`config.mk`:
```
export PLATFORM = sky130hd
export DESIGN_NAME = peso_sem_tara
export DESIGN_NICKNAME = d
export VERILOG_FILES = /design/src/rtl/balanca_pkg.sv /design/src/rtl/peso_sem_tara_detector_estavel.sv /design/src/rtl/peso_sem_tara.sv
export SDC_FILE = /design/constraint.sdc
export NUM_CORES = 1
export LEC_CHECK = 0
export CAP_MARGIN = 5
export CORE_UTILIZATION = 61
export DETAILED_ROUTE_END_ITERATION = 8
export PLACE_DENSITY = 0.92
export SYNTH_ARGS = -nofsm -noshare
export SYNTH_HDL_FRONTEND = slang
export SYNTH_SLANG_ARGS = --single-unit
```
`constraint.sdc`:
```
create_clock -name clk -period 7.9 [get_ports clk]
set_input_delay 1.975 -clock clk [delete_from_list [all_inputs] [get_ports clk]]
set_output_delay 1.975 -clock clk [all_outputs]
set_load 0.01 [all_outputs]
```
`src/rtl/balanca_pkg.sv`:
```
// ---------------------------------------------------------------------------
// balanca_pkg
//   Shared definitions for the weighing datapath of the digital scale.
//   - W             : width of weight samples, tare and net result
//   - peso_t        : unsigned weight word
//   - tara_op_t     : tare register operation decoded from tarar/zerar
//   - liquido_t     : net-weight result (clamped value + negative flag)
//   - calc_liquido  : gross minus tare with clamping at zero
//   - dif_abs       : absolute difference of two weights
// ---------------------------------------------------------------------------
package balanca_pkg;

    localparam int W = 16;

    typedef logic [W-1:0] peso_t;

    // Overload threshold on the raw gross sample (strictly greater overloads).
    localparam peso_t MAX_PESO_DEF   = 16'hFFF0;
    // Stability detector defaults.
    localparam int    STABLE_CYC_DEF = 8;
    localparam int    STABLE_TOL_DEF = 2;

    // Operation applied to the tare register at a clock edge.
    typedef enum logic [1:0] {
        TARA_MANTER   = 2'b00,  // keep current tare
        TARA_CAPTURAR = 2'b01,  // load tare from current gross sample
        TARA_ZERAR    = 2'b10   // clear tare
    } tara_op_t;

    typedef struct packed {
        peso_t valor;     // net weight, never wraps below zero
        logic  negativo;  // gross was below tare
    } liquido_t;

    // Gross minus tare computed one bit wider so the borrow is visible;
    // a borrow means the gross is below the tare and the result clamps to 0.
    function automatic liquido_t calc_liquido(input peso_t bruto, input peso_t tara);
        logic [W:0] dif;
        liquido_t   res;
        dif = {1'b0, bruto} - {1'b0, tara};
        if (dif[W]) begin
            res.valor    = '0;
            res.negativo = 1'b1;
        end else begin
            res.valor    = dif[W-1:0];
            res.negativo = 1'b0;
        end
        return res;
    endfunction

    function automatic peso_t dif_abs(input peso_t a, input peso_t b);
        return (a >= b) ? (a - b) : (b - a);
    endfunction

endpackage : balanca_pkg

```
`src/rtl/peso_sem_tara_detector_estavel.sv`:
```
// ---------------------------------------------------------------------------
// detector_estavel
//   Flags a weight reading as stable once consecutive samples have stayed
//   within a small tolerance of each other for a number of cycles.
//   Keeps the previous sample, compares the absolute change against the
//   tolerance and runs a saturating counter of in-tolerance cycles.
//
// Ports
//   clk        in   1  system clock
//   rst_n      in   1  asynchronous active-low reset
//   i_amostra  in   W  raw gross weight sample, one per cycle
//   o_estavel  out  1  high while the counter sits at STABLE_CYC
// ---------------------------------------------------------------------------
module detector_estavel
    import balanca_pkg::*;
#(
    parameter int STABLE_CYC = STABLE_CYC_DEF,
    parameter int STABLE_TOL = STABLE_TOL_DEF
) (
    input  logic  clk,
    input  logic  rst_n,
    input  peso_t i_amostra,
    output logic  o_estavel
);

    localparam int CW = $clog2(STABLE_CYC + 1);

    localparam logic [CW-1:0] CONT_MAX = CW'(STABLE_CYC);
    localparam peso_t         TOL      = W'(STABLE_TOL);

    peso_t         r_anterior;
    logic [CW-1:0] r_cont;

    peso_t         w_delta;
    logic          w_dentro_tol;
    logic [CW-1:0] w_cont_next;

    assign w_delta      = dif_abs(i_amostra, r_anterior);
    assign w_dentro_tol = (w_delta <= TOL);

    // NOTE: every variable written in an always_comb gets a default value
    // first, so no path leaves it unassigned and no latch is inferred.
    always_comb begin
        w_cont_next = '0;
        if (w_dentro_tol) begin
            w_cont_next = (r_cont == CONT_MAX) ? CONT_MAX : r_cont + 1'b1;
        end
    end

    // NOTE: sequential state uses non-blocking assignments so every register
    // samples the pre-edge values, independent of statement order.
    always_ff @(posedge clk or negedge rst_n) begin
        if (!rst_n) begin
            r_anterior <= '0;
            r_cont     <= '0;
        end else begin
            r_anterior <= i_amostra;
            r_cont     <= w_cont_next;
        end
    end

    // Decoded straight from the counter register, so it changes only at edges.
    assign o_estavel = (r_cont == CONT_MAX);

endmodule : detector_estavel

```
`src/rtl/peso_sem_tara.sv`:
```
// ---------------------------------------------------------------------------
// peso_sem_tara
//   Net-weight stage of the digital scale. Subtracts the stored tare from the
//   raw gross sample and registers the net result for the display path.
//   Handles tare capture/clear and reports underflow, overload and stability.
//   Latency is one clock: outputs after edge k reflect the inputs at edge k.
//
// Ports
//   clk         in   1  system clock, rising edge
//   rst_n       in   1  asynchronous active-low reset
//   entrada     in   W  raw gross weight sample (unsigned)
//   tarar       in   1  tare capture request, level sampled each cycle
//   zerar       in   1  tare clear request, wins over tarar
//   resultado   out  W  net weight = entrada - tara, clamped at 0
//   tara_valor  out  W  tare currently stored
//   negativo    out  1  entrada was below the tare
//   sobrecarga  out  1  entrada above MAX_PESO
//   estavel     out  1  reading stable for STABLE_CYC cycles
// ---------------------------------------------------------------------------
module peso_sem_tara
    import balanca_pkg::*;
#(
    parameter peso_t MAX_PESO   = MAX_PESO_DEF,
    parameter int    STABLE_CYC = STABLE_CYC_DEF,
    parameter int    STABLE_TOL = STABLE_TOL_DEF
) (
    input  logic  clk,
    input  logic  rst_n,
    input  peso_t entrada,
    input  logic  tarar,
    input  logic  zerar,
    output peso_t resultado,
    output peso_t tara_valor,
    output logic  negativo,
    output logic  sobrecarga,
    output logic  estavel
);

    tara_op_t w_op;
    peso_t    w_tara_next;
    liquido_t w_liquido;

    peso_t    r_tara;
    peso_t    r_resultado;
    logic     r_negativo;
    logic     r_sobrecarga;

    // Clear has priority over capture.
    always_comb begin
        w_op = TARA_MANTER;
        if (zerar) begin
            w_op = TARA_ZERAR;
        end else if (tarar) begin
            w_op = TARA_CAPTURAR;
        end
    end

    always_comb begin
        w_tara_next = r_tara;
        unique case (w_op)
            TARA_ZERAR:    w_tara_next = '0;
            TARA_CAPTURAR: w_tara_next = entrada;
            default:       w_tara_next = r_tara;
        endcase
    end

    // The net value uses the tare as it will be after this edge, so a capture
    // shows zero and a clear shows the full gross weight in the same cycle.
    assign w_liquido = calc_liquido(entrada, w_tara_next);

    // NOTE: only a handful of flops here, no memory arrays, so every register
    // is reset; all outputs must read zero as soon as rst_n falls.
    always_ff @(posedge clk or negedge rst_n) begin
        if (!rst_n) begin
            r_tara       <= '0;
            r_resultado  <= '0;
            r_negativo   <= 1'b0;
            r_sobrecarga <= 1'b0;
        end else begin
            r_tara       <= w_tara_next;
            r_resultado  <= w_liquido.valor;
            r_negativo   <= w_liquido.negativo;
            r_sobrecarga <= (entrada > MAX_PESO);
        end
    end

    // Stability looks at the raw gross sample only; tare activity is ignored.
    detector_estavel #(
        .STABLE_CYC (STABLE_CYC),
        .STABLE_TOL (STABLE_TOL)
    ) u_detector_estavel (
        .clk       (clk),
        .rst_n     (rst_n),
        .i_amostra (entrada),
        .o_estavel (estavel)
    );

    assign resultado  = r_resultado;
    assign tara_valor = r_tara;
    assign negativo   = r_negativo;
    assign sobrecarga = r_sobrecarga;

endmodule : peso_sem_tara

```
; Word level (Yosys, flattened, before mapping)
; Index checks and enable logic that the tools add are counted.
[totals]
reg_bits = 54
inputBits = 20
out_inout_bits = 35
word_cells = 23
[op_classes]
add_sub_neg = 4
magnitude_cmp = 3
eq_ne = 3
n_mux = 7
[op_table]
columns = operator, n
row1 = $pmux W16 S2, 1
row2 = $sub A16 B16 Y16, 2
row3 = $mux W17, 1
row4 = $sub A16 B16 Y17, 1
row5 = $ge A16 B16 Y1, 1
row6 = $gt A16 B16 Y1 const B, 1
row7 = $le A16 B2 Y1 const B, 1
row8 = $mux W16, 1
row9 = $mux W4, 2
row10 = $add A4 B1 Y4 const B, 1
row11 = $eq A4 B4 Y1 const B, 1
row12 = $eq A2 B1 Y1 const B, 1
row13 = $eq A2 B2 Y1 const B, 1
row14 = $mux W2, 1
row15 = $mux W1, 1

; Longest topological paths before layout
[logic_depth]
depth_word = 6
depth_mapped = 16

; By module
; From an unflattened synthesis, not the netlist that was laid out.
[hier_totals]
hier_cells = 555
area_unflattened_um2 = 4953.5
[modules_own_cells]
columns = module, n_inst, cells_each, area_each_um2
row1 = detector_estavel, 1, 295, 2491.1
row2 = peso_sem_tara, 1, 260, 2462.4

; Worst setup path before layout
; No wires, ideal clock.
[synth_path]
kind = input to register
start = input tarar
end = register r_resultado[10] (netlist: resultado[10])
setup_ps = 72
arrival_ps = 5237
required_time_ps = 7828
setup_slack_ps = 2591
cell_stages = 16
path_cell_list = clkbuf_1 > clkbuf_1 > mux2i_1 > nor2_1 > ha_1 > fa_1 > nor2b_1 > o21ai_0 > a21o_1 > a211o_1 > a31oi_1 > nand3_1 > and2_1 > clkbuf_1 > clkbuf_1 > nor2_1
[synth_rtl]
columns = item, line_no
row1 = from (decl), peso_sem_tara.sv:30  ; input logic tarar,
row2 = to (signal assigned), peso_sem_tara.sv:81  ; r_resultado <= w_liquido.valor;
row3 = to (decl), peso_sem_tara.sv:44  ; peso_t r_resultado;

==> impl_metrics.json <==
{
  "syn-num-nets": 559,
  "p_sw_frac": 0.3412,
  "drv_cap": 0,
  "initial_utilization": 0.6350,
  "cp-start-kind": "input port",
  "nets": 606,
  "critPathRequiredTime_ps": 8110,
  "antenna_cells": 0,
  "final_cell_area_um2": 5020,
  "crit-reg2reg-launch": "u_detector_estavel.r_anterior[5]",
  "regToRegEndpoint": "u_detector_estavel.r_cont[0]",
  "antenna_found_initial": 0,
  "yosys.area.top_type": "dfrtp_1",
  "clock.fmax_mhz": 186.0,
  "relSlewSlack": 0.5478,
  "synth-edff-count": 0,
  "clkTransAtPathRegs_ps": 90,
  "p_per_area_nw_per_um2": 161.0,
  "io_pins": 55,
  "timing.final.max_slew_violations": 0,
  "p_sw_mw": 0.2758,
  "htree_levels": 2,
  "fp-row-count": 30,
  "clk-insertion-delay-late_ps": 330,
  "min_path_type": "flip-flop to flip-flop",
  "wl_per_cell_um": 16.86,
  "yosysSeqAreaShare": 0.3132,
  "p_int_mw": 0.5325,
  "cts_hold_buf": 0,
  "die_h_um": 86.10,
  "hold_viol": 0,
  "netlist_area_um2": 4314,
  "grt_max_degree": 55,
  "status": "finished clean",
  "worst-slew-pin-transition_ps": 678.3,
  "track_usage": 0.2951,
  "overflow": 0,
  "cts_resized": 0,
  "areaGrowthSynthToFinish_pct": 16.36,
  "cpMaxStageDelayCell": "clkdlybuf4s50_1",
  "numPortBuffers": 54,
  "dpl.hpwl_mm": 7.833,
  "place_area_um2": 4910,
  "cts_tree": "yes",
  "rsz0062_at_grt": "false",
  "die_w_um": 86.10,
  "grt_pass1_vias": 3732,
  "critPathMaxStageDelay_ps": 470,
  "gp_congestion": 0.9302,
  "synth_xor_area_frac": 0.04263,
  "skew_ps": 13.82,
  "post-cts-setup-buffers": 0,
  "clk_path_buf_depth": 2,
  "dr_total_vias": 3793,
  "drt_iter0_markers": 345,
  "dieArea_um2": 7412,
  "grt_pass1_wl_mm": 17.31,
  "cp_max_fo": 16,
  "ir_drop_v": 0.0001143,
  "setup.worst_path.end": "resultado[3]",
  "crit_type": "input port to flip-flop",
  "setup_tns_ps": 0,
  "ys_warn_count": 0,
  "firstDrtPassIters": 5,
  "synth_compound_area_frac": 0.2042,
  "synth_flop_cell": "dfrtp_1",
  "drc": 0,
  "drive_above_1_share": 0.06729,
  "seqPwrFrac": 0.385,
  "cts_made_buffers": 5,
  "rr_worst_depth": 8,
  "synth_seq_cells": 54,
  "synthSimpleGateAreaFrac": 0.1702,
  "p_clk_frac": 0.239,
  "p_leak_nw": 2.374,
  "pwr-share-comb": 0.376,
  "rrSetupSlack_ps": 4520,
  "post-route-util": 0.7389,
  "fp.coreArea_um2": 6794,
  "netlist_top_cells_area": "dfrtp_1 (31%), ha_1 (14%), inv_1 (5.2%), mux2i_1 (4.4%), nor2_1 (3.9%)",
  "synthAdderAreaFrac": 0.1560,
  "async_flop_share": 1.000,
  "layoutNonFillerInstCount": 631,
  "synth_top_area_share": 0.3132,
  "synth_top_family_by_area": "compound AO/OA/AOI/OAI gates",
  "finalSetupViolations": 0,
  "min_period_ps": 5378,
  "endpoint_kind": "flip-flop",
  "yosysUniqueCellTypes": 65,
  "arrival_ps": 5580,
  "cts_root_buf": "clkbuf_8",
  "fin_crit_sh": 0.6807,
  "syn_inst": 487,
  "synthMuxAreaShare": 0.04408,
  "routed_wl_mm": 10.64,
  "crit_start": "tarar",
  "worst_hold_slack_ps": 623.5,
  "avgSynthCellArea_um2": 8.859,
  "post_drt_via_cell_ratio": 6.011,
  "crit_chain": "clkdlybuf4s50_1 > buf_4 > mux2i_1 > nor2_1 > ha_1 > fa_1 > nor2b_1 > o21ai_0 > a21o_1 > a211o_1 > a31oi_1 > nand3_1 > and2_1 > a211oi_1",
  "dp.cells": 623,
  "ant_nets": 0,
  "cts.sinks": 54
}
cell families (layout without fill, tap and decap cells):
logic type      after synthesis  count (layout)
compound gates              126             126
xor+xnor                     21              21
fa+ha+maj                    52              52
buf+inv                      76             124
flops                        54              54
mux                          19              19
simple gates                139             139
layout by cell type (no fill, tap or decap), types with 13 or more instances in the layout:
cell,instances
nand2_1,13
xnor2_1,15
ha_1,49
inv_1,60
a21oi_1,23
mux2i_1,19
clkdlybuf4s50_1,53
or2_2,18
nor2_1,45
o21ai_0,26
dfrtp_1,54
synthesized netlist by cell type, types with 7 or more instances:
| master | number |
|---|---|
| clkbuf_1 | 8 |
| inv_1 | 60 |
| mux2i_1 | 19 |
| dfrtp_1 | 54 |
| o21ai_0 | 26 |
| a21oi_1 | 23 |
| ha_1 | 49 |
| nor3_1 | 11 |
| or2_2 | 18 |
| nor4_1 | 8 |
| a211oi_1 | 10 |
| xnor2_1 | 15 |
| nand2_1 | 13 |
| o211ai_1 | 7 |
| nand3_1 | 8 |
| nor2b_1 | 7 |
| nand4_1 | 8 |
| nor2_1 | 45 |
| a21o_1 | 9 |
metal layers:
layer,vias up,GRT usage,share of wire,wire [um]
met1,1801,0.3785,0.44,4644
met4,0,0.1167,0.028,301
met5,-,0,0,0
li1,1809,-,-,-
met3,28,0.04235,0.048,511
met2,155,0.5022,0.49,5177
flip-flops by register name, indices dropped and copies added, names as in the netlist:
register / flops
tara_valor: 16
u_detector_estavel.r_cont: 4
sobrecarga: 1
u_detector_estavel.r_anterior: 16
negativo: 1
resultado: 16
final cells by class:
class | count | area, um2
Clock inverter | 2 | 37.54
Tap cell | 96 | 120.1
Timing Repair Buffer | 56 | 550.5
Multi-Input combinational cell | 357 | 2663
Inverter | 60 | 225.2
Fill cell | 468 | 1774
Clock buffer | 6 | 72.57
Sequential cell | 54 | 1351
power by group through the flow:
stage	clock network, mW	registers [mW]	logic, mW
floorplan	0	0.326	0.182
global placement	0	0.315	0.287
detailed placement	0	0.316	0.296
CTS	0.194	0.311	0.299
global route	0.204	0.313	0.330
finish	0.193	0.311	0.304
critical path, delay by kind of cell:
family                   cells  cell delay, ps
AO/OA/AOI/OAI                5            1280
multiplexers                 1             240
AND/OR/NAND/NOR              4             690
buffers and inverters        2             750
adder cells (fa/ha/maj)      2             640
worst min-delay path by stage:
stage	start	endpoint	slack (ps)	cells past startpoint
floorplan	u_detector_estavel.r_cont[0]	u_detector_estavel.r_cont[0]	550	3
global placement	tara_valor[0]	tara_valor[0]	570	2
detailed placement	tara_valor[0]	tara_valor[0]	580	2
CTS	tara_valor[0]	tara_valor[0]	610	2
global route	tara_valor[0]	tara_valor[0]	670	2
finish	tara_valor[0]	tara_valor[0]	620	2
metrics by stage:
| step | total power [mW] | worst slack (ps) |
|---|---|---|
| 2_1_floorplan | 0.5080 | 2591 |
| 3_3_place_gp | 0.6021 | 2425 |
| 3_5_place_dp | 0.6118 | 2234 |
| 4_1_cts | 0.8044 | 2572 |
| 5_1_grt | 0.8469 | 2340 |
| 6_report | 0.8083 | 2522 |
No activity file was read; power rests on OpenSTA's default activity.
==> edit 1, RTL diff (config.mk and constraints unchanged) <==
Set the package constant `W` to 20 (it was 16).
--- a/src/rtl/balanca_pkg.sv
+++ b/src/rtl/balanca_pkg.sv
@@ -12,3 +12,3 @@
 
-    localparam int W = 16;
+    localparam int W = 20;
 
Ports: changed (resized entrada, resultado and tara_valor); port bits go from 55 to 67. No check against the original RTL was run, so the function may have changed too.
==> edit 1 against the unedited design <==
Sequential share of layout area down 0.85 points; power up 34%; setup slack worse by 0.54 ns; cell area up 26%; sequential cell count up 12; die area up 25%; final cell count up 27%; clock power up 50%; via count up 34%; hold slack worse by 0.11 ns; area after synthesis up 26%; wire length up 42%; largest power group is now combinational logic; highest routed layer unchanged.
==> edit 1: results (changes against the unedited design) <==
metric,value,unit,change
vias_per_cell,6.34,,+5.4%
arrival,6.11,ns,+0.53 ns
cpPeakStageDelay,0.67,ns,+0.20 ns
synth_compound_area_share,19.2,%,-1.2 points
yosys-mux-area-fraction,4.64,%,+0.23 points
firstDrtPassIters,4,,-1
ys_top_cells_by_count,"inv_1, dfrtp_1, ha_1",,
skew,0.0158,ns,+0.00195 ns
ys_seq_area_share,30.5,%,-0.86 points
cts_htree_levels,3,,+1
drive_above_1_share,7.53,%,+0.80 points
r2r_end,resultado[10],,
synthTopCellsByArea,"dfrtp_1, ha_1, inv_1",,
worstSkewPairLatency,0.35,ns,+0.02 ns
rrSetupSlack,4.12,ns,-0.40 ns
grt_pass1_wl,23900,µm,+38%
pre_cts_ws,1.72,ns,-0.515 ns
r2r-start,tara_valor[2],,
synth_fp_nets,714,,+28%
io_buffers,66,,+22%
min_from,u_detector_estavel.r_cont[0],,
irDropWorstVdd,148,µV,+29%
drt_wl_total,15100,µm,+42%
nets,774,,+28%
ff2ff_path_depth,12,,+4
status,"finished, final reports clean",,
clock_power,0.290,mW,+50%
clkTransAtPathRegs,0.07,ns,-0.02 ns
grt_pass1_vias,4921,,+32%
worst_pin_slew,0.838,ns,+0.160 ns
holdPathEnd,u_detector_estavel.r_cont[0],,
dp_hpwl,10800,µm,+38%
finalWeightedCongestion,1.01,,+8.3%
hold_ws,0.516,ns,-0.108 ns
ys_types,68,,+4.6%
nFillCells,611,,+31%
synth-xor-area-share,5.98,%,+1.7 points
cts_buffers,9,,+4
edit 1: cell types whose count changed in the layout (fill, tap and decap cells not counted), sizes merged, moves of 7 or more:
cell / unedited run / this run
a21oi: 23 / 47
clkdlybuf4s50: 53 / 65
nand2: 13 / 35
inv: 60 / 77
dfrtp: 54 / 66
xnor2: 15 / 25
o21ai: 30 / 39
ha: 49 / 61
a211oi: 11 / 4
edit 1: how the worst max path moves through the flow:
stage / endpoint / slack [ns] / depth (start not counted)
2_1_floorplan: resultado[11] / 2.82 / 14
3_3_place_gp: resultado[6] / 2.04 / 14
3_5_place_dp: resultado[9] / 1.72 / 14
4_1_cts: resultado[9] / 2.07 / 14
5_1_grt: resultado[9] / 1.79 / 14
6_report: resultado[10] / 1.98 / 14
edit 1: final cells by class:
cell class | count | area share (%)
repair buffers | 68 | 10.6
flip-flops and latches | 66 | 26.1
well taps | 108 | 2.13
multi-input cells | 464 | 53.4
clock buffers | 10 | 2.17
clock inverters | 6 | 1.03
inverters | 77 | 4.56
edit 1: metrics by stage:
stage	total power [mW]	cells	util, %	area, µm²
floorplan	0.638	626	-	5420
CTS	1.07	799	73.0	6330
finish	1.08	799	73.0	6330
global placement	0.764	783	70.7	6130
global route	1.13	799	73.0	6330
detailed placement	0.776	783	70.7	6130
edit 1: logic make-up after synthesis:
logic type / after synthesis
AND/OR/NAND/NOR: 179
buffers and inverters: 96
adder cells (fa/ha/maj): 64
XOR/XNOR: 37
AO/OA/AOI/OAI: 159
flip-flops: 66
multiplexers: 25
edit 1: metal layers:
layer | share of wire, % | global-route usage (%) | vias to the layer above
li1 | - | - | 2303
met1 | 41 | 44.0 | 2432
met2 | 49 | 55.6 | 282
met3 | 7.4 | 6.24 | 47
met4 | 2.9 | 14.7 | 0
met5 | 0 | 0 | -
==> edit 2, RTL diff (config.mk and constraints unchanged) <==
Made on the original files. The output `sobrecarga` loses its register stage (`r_sobrecarga` becomes a continuous assignment).
--- a/src/rtl/peso_sem_tara.sv
+++ b/src/rtl/peso_sem_tara.sv
@@ -77,3 +77,2 @@
             r_negativo   <= 1'b0;
-            r_sobrecarga <= 1'b0;
         end else begin
@@ -82,5 +81,6 @@
             r_negativo   <= w_liquido.negativo;
-            r_sobrecarga <= (entrada > MAX_PESO);
         end
     end
+
+    assign r_sobrecarga = (entrada > MAX_PESO);
 
Formal check against the unedited RTL: not equivalent (Yosys sat finds a counterexample within 4 cycles, from zero or initial values and one cycle with rst_n low).
==> edit 2 against the unedited design <==
Clock skew is 0.0026 ns lower; first-iteration DRC count is 2.3% higher; core utilization shrank 0.28 points; area after synthesis shrank 0.58%; register-to-register slack better by 0.07 ns; sequential cell count shrank 1; wire length up 2.2%; cell area decreased by 0.37%; global-route usage is 1.6 points higher; die area decreased by 0.56%; setup slack got worse by 0.42 ns; power about the same; final cell count is 0.16% lower; sequential power is 2% lower; critical path type is now input pin to primary output.
==> edit 2: results (changes against the unedited design) <==
metric,value,unit,change
cpPeakStageDelay,0.63,ns,+0.16 ns
cts_buffers,5,,unchanged
antenna_found_initial,0,,unchanged
clkTransAtPathRegs,0.11,ns,+0.02 ns
skew,0.0113,ns,-0.00256 ns
drt_wl_total,10900,µm,+2.2%
grt_max_degree,54,,-1.8%
worst_pin_slew,0.667,ns,-0.0111 ns
grt_usage,31.1,%,+1.6 points
nets,605,,-0.17%
grt_overflow,0,,unchanged
path_max_fanout,5,,-11
firstDrtPassIters,5,,unchanged
ys_top_cells_by_count,"inv_1, dfrtp_1, ha_1",,
p_leak,2.37,nW,-0.26%
finalWeightedCongestion,0.893,,-4.0%
vias_per_cell,6.15,,+2.3%
num_antenna_cells,0,,unchanged
cpLargestDelayFamily,buffers and inverters,,
drive_above_1_share,6.93,%,+0.20 points
clockBufferDepth,2,,unchanged
worstSkewPairLatency,0.31,ns,-0.02 ns
cts_root_buf,clkbuf_8,,
arrival,3.83,ns,-1.75 ns
ys_warn_count,0,,unchanged
nFillCells,423,,-9.6%
grt_pass1_vias,3904,,+4.6%
ys_types,65,,unchanged
cts_htree_levels,2,,unchanged
dp_hpwl,8140,µm,+3.9%
cp_slowest_cell,clkdlybuf4s50_1,,
pre_cts_ws,2.11,ns,-0.120 ns
syn_area_per_cell,8.83,µm²,-0.38%
cts_resized,0,,unchanged
p_sw,0.278,mW,+0.97%
cts_setup_buffers,0,,unchanged
irDropWorstVdd,151,µV,+32%
drtIter0Drc,353,,+2.3%
async_flop_share,100,%,unchanged
ys_seq_area_share,30.9,%,-0.40 points
place_inst,622,,-0.16%
hp-class,flip-flop to flip-flop,,
wl_per_cell,17.3,µm,+2.4%
grt_pass1_wl,18100,µm,+4.4%
synth_fp_nets,558,,-0.18%
io_buffers,54,,unchanged
status,"finished, final reports clean",,
synthTopCellsByArea,"dfrtp_1, ha_1, inv_1",,
==> edit 2: through the flow <==
step	util (%)	area (µm²)
floorplan	-	4290
global placement	71.9	4880
detailed placement	71.9	4880
CTS	73.6	5000
global route	73.6	5000
finish	73.6	5000
==> edit 2: cell type report <==
class	instances	area, µm²	share of cell area [%]
Multi-Input combinational cell	357	2660	53.2
Sequential cell	53	1330	26.5
Timing Repair Buffer	56	551	11.0
Inverter	60	225	4.50
Tap cell	96	120	2.40
Clock buffer	5	68.8	1.38
Clock inverter	3	47.5	0.951
==> edit 2: kinds of logic after synthesis <==
family | after synthesis | share of synthesized area [%]
flops | 53 | 30.9
xor+xnor | 21 | 4.29
mux | 19 | 4.43
simple gates | 139 | 17.1
buf+inv | 76 | 7.00
compound gates | 126 | 20.5
fa+ha+maj | 52 | 15.7
==> edit 2: final timing paths <==
kind                       slack (ns)                        startpoint                           endpoint  cells after the start
max                              2.10                       entrada[15]                         sobrecarga                      4
min                              0.59                     tara_valor[0]                      tara_valor[0]                      2
max reg2reg                      4.59  u_detector_estavel.r_anterior[0]       u_detector_estavel.r_cont[3]                     11
min reg2reg                      0.59                     tara_valor[0]                      tara_valor[0]                      2
max in group asynchronous        5.68                             rst_n                       resultado[7]                      2
min in group asynchronous        1.75                             rst_n  u_detector_estavel.r_anterior[14]                      2
==> edit 2: worst register-to-register path: stages, from the launching register on <==
cell and delay (ns):
dfrtp_1 0.37, inv_1 0.05, ha_1 0.20, fa_1 0.41, nand2b_1 0.20, a221o_1 0.32
a211oi_2 0.19, o2111ai_1 0.16, or4_4 0.47, nor4_1 0.29, o21ai_1 0.15, a2111oi_1 0.37
==> edit 2: layer usage <==
| layer | up-vias | track usage (%) | part of all wire [%] |
|---|---|---|---|
| li1 | 1812 | - | - |
| met1 | 1846 | 38.9 | 42 |
| met2 | 182 | 54.8 | 50 |
| met3 | 33 | 4.81 | 5.2 |
| met4 | 0 | 10.6 | 2.4 |
| met5 | - | 0 | 0 |
==> edit 2: power groups by stage <==
stage	Clock [mW]	Combinational, mW	Sequential (mW)
after floorplan	0	0.182	0.321
after global placement	0	0.286	0.310
after detailed placement	0	0.296	0.312
after CTS	0.197	0.301	0.306
after global routing	0.209	0.333	0.308
final	0.196	0.306	0.306
